## src/rtl/imem_prog_loader.sv

```systemverilog
// rtl/imem_prog_loader.sv - length-prefixed byte-stream loader into instruction memory
module imem_prog_loader #(
    parameter int AW        = 8,
    parameter int BOOT_HOLD = 1
) (
    input  logic          i_clk,
    input  logic          i_rstn,
    input  logic          i_load_req,
    input  logic          i_byte_valid,
    input  logic [7:0]    i_byte,
    output logic          o_byte_ready,
    output logic          o_imem_we,
    output logic [AW-1:0] o_imem_addr,
    output logic [31:0]   o_imem_wdata,
    output logic          o_core_rstn,
    output logic          o_busy,
    output logic          o_done,
    output logic          o_err,
    output logic [AW:0]   o_word_cnt
);

    typedef enum logic [2:0] {IDLE, LEN0, LEN1, DATA, DONE, ERR} state_t;

    localparam logic [16:0] MAX_WORDS      = 17'(1) << AW;
    localparam logic        CORE_RSTN_INIT = (BOOT_HOLD == 0);

    state_t        state_q, state_d;
    logic [15:0]   len_q, len_d;
    logic [1:0]    idx_q, idx_d;
    logic [23:0]   asm_q, asm_d;
    logic          ready_q, ready_d;
    logic          we_q, we_d;
    logic [AW-1:0] addr_q, addr_d;
    logic [31:0]   wdata_q, wdata_d;
    logic          core_rstn_q, core_rstn_d;
    logic          busy_q, busy_d;
    logic          done_q, done_d;
    logic          err_q, err_d;
    logic [AW:0]   cnt_q, cnt_d;

    logic          accept;
    logic [16:0]   n_full;
    logic [16:0]   cnt_next;

    assign accept   = i_byte_valid && ready_q;
    // Full length as seen while the high byte is being accepted in LEN1
    assign n_full   = {1'b0, i_byte, len_q[7:0]};
    assign cnt_next = 17'(cnt_q) + 17'd1;

    always_comb begin
        state_d     = state_q;
        len_d       = len_q;
        idx_d       = idx_q;
        asm_d       = asm_q;
        we_d        = 1'b0;
        addr_d      = addr_q;
        wdata_d     = wdata_q;
        core_rstn_d = core_rstn_q;
        busy_d      = busy_q;
        done_d      = 1'b0;
        err_d       = err_q;
        cnt_d       = cnt_q;

        case (state_q)
            IDLE, DONE, ERR: begin
                if (i_load_req) begin
                    state_d     = LEN0;
                    core_rstn_d = 1'b0;
                    busy_d      = 1'b1;
                    err_d       = 1'b0;
                    cnt_d       = '0;
                    idx_d       = '0;
                end
            end
            LEN0: begin
                if (accept) begin
                    len_d[7:0] = i_byte;
                    state_d    = LEN1;
                end
            end
            LEN1: begin
                if (accept) begin
                    len_d[15:8] = i_byte;
                    if (n_full == 17'd0) begin
                        state_d     = DONE;
                        done_d      = 1'b1;
                        busy_d      = 1'b0;
                        core_rstn_d = 1'b1;
                    end else if (n_full > MAX_WORDS) begin
                        state_d = ERR;
                        err_d   = 1'b1;
                        busy_d  = 1'b0;
                    end else begin
                        state_d = DATA;
                    end
                end
            end
            DATA: begin
                if (accept) begin
                    idx_d = idx_q + 2'd1;
                    case (idx_q)
                        2'd0: asm_d[7:0]   = i_byte;
                        2'd1: asm_d[15:8]  = i_byte;
                        2'd2: asm_d[23:16] = i_byte;
                        default: begin
                            we_d    = 1'b1;
                            addr_d  = cnt_q[AW-1:0];
                            wdata_d = {i_byte, asm_q};
                            cnt_d   = cnt_q + 1'b1;
                            if (cnt_next == {1'b0, len_q}) begin
                                state_d     = DONE;
                                done_d      = 1'b1;
                                busy_d      = 1'b0;
                                core_rstn_d = 1'b1;
                            end
                        end
                    endcase
                end
            end
            default: state_d = IDLE;
        endcase

        // Ready is registered, so it is derived from where the FSM is heading
        ready_d = (state_d == LEN0) || (state_d == LEN1) || (state_d == DATA);
    end

    always_ff @(posedge i_clk or negedge i_rstn) begin
        if (!i_rstn) begin
            state_q     <= IDLE;
            len_q       <= '0;
            idx_q       <= '0;
            asm_q       <= '0;
            ready_q     <= 1'b0;
            we_q        <= 1'b0;
            addr_q      <= '0;
            wdata_q     <= '0;
            core_rstn_q <= CORE_RSTN_INIT;
            busy_q      <= 1'b0;
            done_q      <= 1'b0;
            err_q       <= 1'b0;
            cnt_q       <= '0;
        end else begin
            state_q     <= state_d;
            len_q       <= len_d;
            idx_q       <= idx_d;
            asm_q       <= asm_d;
            ready_q     <= ready_d;
            we_q        <= we_d;
            addr_q      <= addr_d;
            wdata_q     <= wdata_d;
            core_rstn_q <= core_rstn_d;
            busy_q      <= busy_d;
            done_q      <= done_d;
            err_q       <= err_d;
            cnt_q       <= cnt_d;
        end
    end

    assign o_byte_ready = ready_q;
    assign o_imem_we    = we_q;
    assign o_imem_addr  = addr_q;
    assign o_imem_wdata = wdata_q;
    assign o_core_rstn  = core_rstn_q;
    assign o_busy       = busy_q;
    assign o_done       = done_q;
    assign o_err        = err_q;
    assign o_word_cnt   = cnt_q;

endmodule

```

## config.mk

```make
export PLATFORM = sky130hd
export DESIGN_NAME = imem_prog_loader
export DESIGN_NICKNAME = d
export VERILOG_FILES = /design/src/rtl/imem_prog_loader.sv
export SDC_FILE = /design/constraint.sdc
export NUM_CORES = 1
export LEC_CHECK = 0
export CAP_MARGIN = 30
export CORE_ASPECT_RATIO = 0.75
export CORE_MARGIN = 3
export CORE_UTILIZATION = 45
export CTS_CLUSTER_DIAMETER = 120
export DETAILED_ROUTE_END_ITERATION = 8
export PLACE_DENSITY = 0.71
export SYNTH_ARGS = -nofsm -noshare
export SYNTH_HDL_FRONTEND = slang
export SYNTH_SLANG_ARGS = --single-unit
```

## constraint.sdc

```tcl
create_clock -name i_clk -period 2.3 [get_ports i_clk]
set_clock_uncertainty 0.15 [all_clocks]
set_input_delay 0.46 -clock i_clk [delete_from_list [all_inputs] [get_ports i_clk]]
set_output_delay 0.46 -clock i_clk [all_outputs]
set_load 0.02 [all_outputs]
```

==> results of run 1 <==
[tightest hold or removal path, cell delays in order, from the launching register on]
cell     delay [ns]
dfrtp_1        0.35
nand2_1        0.05
nand2_1        0.05
[through the flow]
step           power, mW  instance area [µm²]
5_1_grt             6.89                 5740
2_1_floorplan       4.03                 4350
6_report            6.49                 5740
3_5_place_dp        4.96                 5390
3_3_place_gp        4.87                 5390
4_1_cts             6.53                 5710
[power by group]
part / total, mW / switching, mW / internal [mW]
clock: 1.55 / 0.685 / 0.861
combinational: 2.15 / 1.04 / 1.11
sequential: 2.80 / 0.431 / 2.37
[registers in the layout, summed over array words and instances, names as in the netlist]
signal and flops:
o_busy 1, state_q 3, o_imem_wdata 32, o_done 1, o_imem_we 1, idx_q 2
o_err 1, asm_q 24, o_byte_ready 1, o_core_rstn 1, len_q 16, o_word_cnt 9
o_imem_addr 8
[area by class of cell]
| cell class | instances | area share (%) |
|---|---|---|
| Tap cell | 128 | 2.79 |
| Multi-Input combinational cell | 292 | 31.1 |
| Inverter | 5 | 0.327 |
| Timing Repair Buffer | 102 | 16.9 |
| Clock inverter | 7 | 1.40 |
| Sequential cell | 100 | 43.6 |
| Clock buffer | 9 | 3.93 |
[placed cells by master, fill, tap and decap left out, drive strengths merged, types with 6 or more instances in the layout]
cell type | netlist | final
nand2 | 142 | 142
clkdlybuf4s50 | 0 | 64
and3 | 6 | 6
xnor2 | 11 | 11
o21ai | 18 | 18
inv | 5 | 9
buf | 5 | 36
mux2 | 38 | 38
dfrtp | 100 | 100
nand3 | 6 | 6
clkbuf | 9 | 9
nor2 | 14 | 14
[logic make-up after synthesis]
kind of cell / after synthesis / synth area share (%)
and+or+nand+nor: 193 / 20.1
DFF: 100 / 57.6
AOI/OAI and AO/OA: 42 / 6.39
muxes: 38 / 9.84
buffers and inverters: 19 / 1.81
xor gates and xnor gates: 14 / 2.82
adders and majority gates: 5 / 1.44
[what timing repair did]
item / 4_1_cts / 5_1_grt
gates resized for setup: 1 / 4
buffers inserted: 1 / 2
hold endpoints to repair: 27 / 0
hold buffers: 1 / 0
endpoints found under the setup margin: 1 / 5
pin swaps: 1 / 3
[routing by layer]
metal,vias up,wire [µm],track usage [%]
met5,-,0,0
met4,0,100,3.91
met3,14,565,5.11
met2,86,4620,29.6
met1,1670,5120,29.8
li1,1584,-,-
[how the worst max path moves through the flow]
stage / endpoint / slack, ns / cells after the start
2_1_floorplan: o_byte_ready$_DFF_PN0_ / 0.06 / 7
3_3_place_gp: o_byte_ready$_DFF_PN0_ / -0.32 / 7
3_5_place_dp: o_byte_ready$_DFF_PN0_ / -0.37 / 7
4_1_cts: o_busy$_DFFE_PN0P_ / 0.03 / 7
5_1_grt: o_busy$_DFFE_PN0P_ / 0.03 / 7
6_report: o_busy$_DFFE_PN0P_ / 0.10 / 7
==> flow_metrics.env, run 1 <==
export IMPL_cts_root_buf="clkbuf_16"
export IMPL_grt_pass1_vias=3234
export IMPL_num_fill_cells=772
export IMPL_ys_types=51
export IMPL_arrival_ns=2.27
export IMPL_synth_nets=428
export IMPL_detailroute_via_count=3354
export IMPL_drt_first_iter_violations=263
export IMPL_htree_levels=3
export IMPL_crit_family="simple AND/OR/NAND/NOR gates"
export IMPL_clk_latency_ns=0.34
export IMPL_diodes=0
export IMPL_timing_hold_ws_ns=0.317
export IMPL_rows=30
export IMPL_post_drt_wl_per_cell_um=16.2
export IMPL_gp_congestion=0.839
export IMPL_synth_area_top_cells="dfrtp_1, nand2_1, mux2_2, xnor2_1, o21ai_0"
export IMPL_drive_above_1_share_pct=20.6
export IMPL_synth_most_common_cell="nand2_1"
export IMPL_dp_cells=623
export IMPL_outcome="completed"
export IMPL_hold_start="asm_q[23]$_DFFE_PN0P_"
export IMPL_finalNetCount=527
export IMPL_grt_pass1_wl_um=17200
export IMPL_post_route_drc_count=0
export IMPL_start_util_pct=47.1
export IMPL_r2r_start="o_word_cnt[1]$_DFFE_PN0P_"
export IMPL_cts_buffers=9
export IMPL_relSlewSlack_pct=67.6
export IMPL_r2r_end="o_busy$_DFFE_PN0P_"
export IMPL_yosysSeqAreaShare_pct=57.6
export IMPL_cts_tree="built"
export IMPL_synthToLayoutAreaGrowth_pct=31.9
export IMPL_synthFlopType="dfrtp_1"
export IMPL_clockBufferDepth=2
export IMPL_postRouteAntennaNets=0
export IMPL_clkTransAtPathRegs_ns=0.07
export IMPL_grt_setup_unrepaired="no"
export IMPL_synthCells=411
export IMPL_dp_hpwl_um=7390
export IMPL_crit_path_start="o_word_cnt[1]$_DFFE_PN0P_"
export IMPL_drt_total_wl_um=10400
export IMPL_gr_usage_all_layers_pct=19.9
export IMPL_hold_path_depth=2
export IMPL_die_area_mm2=0.0109
export IMPL_num_io_pins=67
export IMPL_crit_required_ns=2.37
export IMPL_worstPathMaxFanout=5
export IMPL_fin_cells=643
export IMPL_die_h_um=91.1
export IMPL_grt_overflow=0
export IMPL_worst_slew_pin_slew_ns=0.484
export IMPL_ys_warn_count=0
export IMPL_grt_max_degree=37
export IMPL_crit_chain="ha_1 -> and3_1 -> and3_4 -> xnor2_2 -> nor4_2 -> and4b_2 -> a21boi_1"
export IMPL_async_flop_share_pct=100
export IMPL_setup_tns_ns=0
export IMPL_hold_end="o_imem_wdata[23]$_DFFE_PN0P_"
export IMPL_period_minus_slack_ns=2.20
export IMPL_hold_viol_final=0
export IMPL_layout_setup_ws_ns=0.103
export IMPL_drv_cap=0
export IMPL_worst_path_largest_cell_delay_ns=0.40
export IMPL_final_core_util_pct=62.1
export IMPL_synth_seq_cells=100
export IMPL_post_synth_top_area_cell="dfrtp_1"
export IMPL_antenna_found_initial=0
export IMPL_worstSetupEndpointType="flip-flop"
export IMPL_avgSynthCellArea_um2=10.6
export IMPL_hold_class="reg2reg"
export IMPL_yosysTopAreaCellShare_pct=57.6
export IMPL_place_ws_ns=-0.368
export IMPL_firstDrtPassIters=4
export IMPL_timing_reg2reg_worst_path_depth=7
export IMPL_cts_sinks=100
export IMPL_final_setup_viol_count=0
export IMPL_synthesis_area_mm2=0.00435
export IMPL_multi_input_area_mm2=0.00178
export IMPL_ys_top_cells_by_count="nand2_1, dfrtp_1, mux2_2, o21ai_0, nor2_1"
export IMPL_max_freq_mhz=455
export IMPL_synth_edf_count=0
export IMPL_finalMaxSlewViolations=0
export IMPL_p_per_area_mw_per_mm2=1130
export IMPL_regArea_mm2=0.00250
export IMPL_cp_start_kind="flip-flop"
export IMPL_vias_per_cell=5.22
export IMPL_path_class="reg2reg"
export IMPL_r2r_slack_ns=0.10
export IMPL_finalCritPeriodShare_pct=95.5
export IMPL_cp_num_buf_inv=0
export IMPL_ir_drop_v=0.000538
export IMPL_leakage_nw=2.74
export IMPL_dieWidth_um=120
export IMPL_io_buffers=66
export IMPL_coreArea_mm2=0.00923
export IMPL_slowest_stage="dfrtp_1"
Power figures use the tool's default switching activity.
==> run 2: changes to the inputs <==
--- a/config.mk
+++ b/config.mk
@@ -5,6 +5,7 @@
 export SDC_FILE = /design/constraint.sdc
 export NUM_CORES = 1
 export LEC_CHECK = 0
+export ABC_AREA = 0
 export CAP_MARGIN = 30
 export CORE_ASPECT_RATIO = 0.75
 export CORE_MARGIN = 3
==> results of run 2 <==
The final DEF is identical to that of run 1; final timing and power are the same.
==> run 3: changes to the inputs <==
--- a/config.mk
+++ b/config.mk
@@ -7,7 +7,6 @@
 export LEC_CHECK = 0
 export ABC_AREA = 0
 export CAP_MARGIN = 30
-export CORE_ASPECT_RATIO = 0.75
 export CORE_MARGIN = 3
 export CORE_UTILIZATION = 45
 export CTS_CLUSTER_DIAMETER = 120
==> run 3 against run 2 <==
Net effect: sequential power hardly changed; first-iteration DRC count is 69% lower; routed wire length is 2.2% lower; via count is 1.5% lower; sequential share of layout area is 0.95 points higher; cell area is 2.1% lower; power is 6.1% lower; critical path type unchanged.
==> flow_metrics.env, run 3 (synthesis results as in run 1) <==
export IMPL_cp_start_kind="flip-flop"
export IMPL_max_freq_mhz=452
export IMPL_firstDrtPassIters=4
export IMPL_die_area_mm2=0.0109
export IMPL_arrival_ns=2.31
export IMPL_grt_max_degree=37
export IMPL_finalNetCount=521
export IMPL_p_int_mw=3.99
export IMPL_cts_tree="built"
export IMPL_final_core_util_pct=60.2
export IMPL_swShare_pct=34.6
export IMPL_clk_latency_ns=0.37
export IMPL_cts_sinks=100
export IMPL_grt_setup_unrepaired="no"
export IMPL_coreArea_mm2=0.00933
export IMPL_worst_slew_pin_slew_ns=0.465
export IMPL_p_seq_share_pct=45.4
export IMPL_num_io_pins=67
export IMPL_gr_usage_all_layers_pct=19.9
export IMPL_outcome="completed"
export IMPL_grt_pass1_wl_um=17200
export IMPL_final_setup_viol_count=0
export IMPL_path_class="reg2reg"
export IMPL_pwr_share_comb_pct=35.3
export IMPL_post_drt_wl_per_cell_um=16.0
export IMPL_drive_above_1_share_pct=20.0
export IMPL_antenna_found_initial=0
export IMPL_relSlewSlack_pct=68.6
export IMPL_start_util_pct=46.6
export IMPL_power_switching_mw=2.11
export IMPL_p_per_area_mw_per_mm2=1090
export IMPL_worstPathMaxFanout=4
export IMPL_dp_hpwl_um=7260
export IMPL_finalMaxSlewViolations=0
export IMPL_leakage_nw=2.70
export IMPL_clockPowerShare_pct=19.3
export IMPL_finalCritPeriodShare_pct=96.2
export IMPL_dieWidth_um=104
export IMPL_clockBufferDepth=2
export IMPL_post_route_drc_count=0
export IMPL_detailroute_via_count=3305
export IMPL_cts_buffers=9
export IMPL_vias_per_cell=5.18
export IMPL_drv_cap=0
export IMPL_mostFrequentLayoutCell="nand2_1"
export IMPL_period_minus_slack_ns=2.21
export IMPL_crit_required_ns=2.40
export IMPL_drt_total_wl_um=10200
export IMPL_ir_drop_v=0.000527
export IMPL_timing_hold_ws_ns=0.315
export IMPL_die_h_um=104
export IMPL_grt_pass1_vias=3356
export IMPL_gp_congestion=0.837
export IMPL_worstSetupEndpointType="flip-flop"
export IMPL_diodes=0
export IMPL_htree_levels=3
export IMPL_grt_overflow=0
export IMPL_clkTransAtPathRegs_ns=0.10
export IMPL_drt_first_iter_violations=82
export IMPL_cts_root_buf="clkbuf_8"
export IMPL_largest_reg_flops=32
export IMPL_hold_class="reg2reg"
export IMPL_power_mw=6.10
export IMPL_layout_common_cells="nand2_1, dfrtp_1, clkdlybuf4s50_1, mux2_2, buf_4"
export IMPL_hold_viol_final=0
export IMPL_postRouteAntennaNets=0
export IMPL_synthToLayoutAreaGrowth_pct=29.1
export IMPL_rows=35
export IMPL_io_buffers=66
==> run 3: area by class of cell <==
class / count / area (µm²)
tap: 129 / 161
inverter: 5 / 18.8
sequential: 100 / 2500
clock inverter: 7 / 82.6
timing repair buffer: 96 / 933
multi-input combinational: 292 / 1790
clock buffer: 9 / 124
fill: 799 / 3710
==> run 3: repair_timing <==
item | in CTS | in global routing
setup endpoints to repair | 0 | 5
resized for setup | 0 | 11
hold endpoints to repair | 31 | 0
buffers inserted | 0 | 1
hold buffers | 1 | 0
==> run 3: metal layers <==
| metal | wire (µm) | GRT usage [%] | up-vias | share of wire (%) |
|---|---|---|---|---|
| li1 | - | - | 1574 | - |
| met1 | 4430 | 26.7 | 1634 | 44 |
| met4 | 120 | 6.55 | 0 | 1.2 |
| met5 | 0 | 0 | - | 0 |
| met2 | 5190 | 33.1 | 86 | 51 |
| met3 | 436 | 2.92 | 11 | 4.3 |
==> run 3: through the flow <==
| stage | cell area [µm²] | setup slack, ns | TNS (ns) | std cells |
|---|---|---|---|---|
| after floorplan | 4350 | 0.0589 | 0 | 411 |
| after global placement | 5360 | -0.302 | -1.69 | 620 |
| after detailed placement | 5360 | -0.352 | -2.39 | 620 |
| after CTS | 5570 | 0.0125 | 0 | 637 |
| after global routing | 5610 | 0.0329 | 0 | 638 |
| final | 5610 | 0.0877 | 0 | 638 |
==> run 3: worst paths after layout <==
check / endpoint / cells after the start / start / slack [ns]
min: o_imem_wdata[2]$_DFFE_PN0P_ / 2 / asm_q[2]$_DFFE_PN0P_ / 0.31
max reg2reg: o_byte_ready$_DFF_PN0_ / 5 / len_q[0]$_DFFE_PN0P_ / 0.09
max: o_byte_ready$_DFF_PN0_ / 5 / len_q[0]$_DFFE_PN0P_ / 0.09
max in group asynchronous: len_q[1]$_DFFE_PN0P_ / 3 / i_rstn / 0.97
min in group asynchronous: asm_q[10]$_DFFE_PN0P_ / 2 / i_rstn / 0.42
min reg2reg: o_imem_wdata[2]$_DFFE_PN0P_ / 2 / asm_q[2]$_DFFE_PN0P_ / 0.31
==> run 3: power by group through the flow <==
stage / sequential (mW) / clock [mW] / combinational [mW]
2_1_floorplan: 2.98 / 0 / 1.05
3_3_place_gp: 2.78 / 0 / 2.08
3_5_place_dp: 2.81 / 0 / 2.15
4_1_cts: 2.77 / 1.19 / 2.16
5_1_grt: 2.86 / 1.28 / 2.35
6_report: 2.77 / 1.17 / 2.15
==> run 3: critical path, cell delays in order (launching register included) <==
cell and delay, ns:
dfrtp_1 0.41, or4_1 0.64, or3_4 0.39, and3_1 0.20, a211oi_1 0.21, a21oi_1 0.11
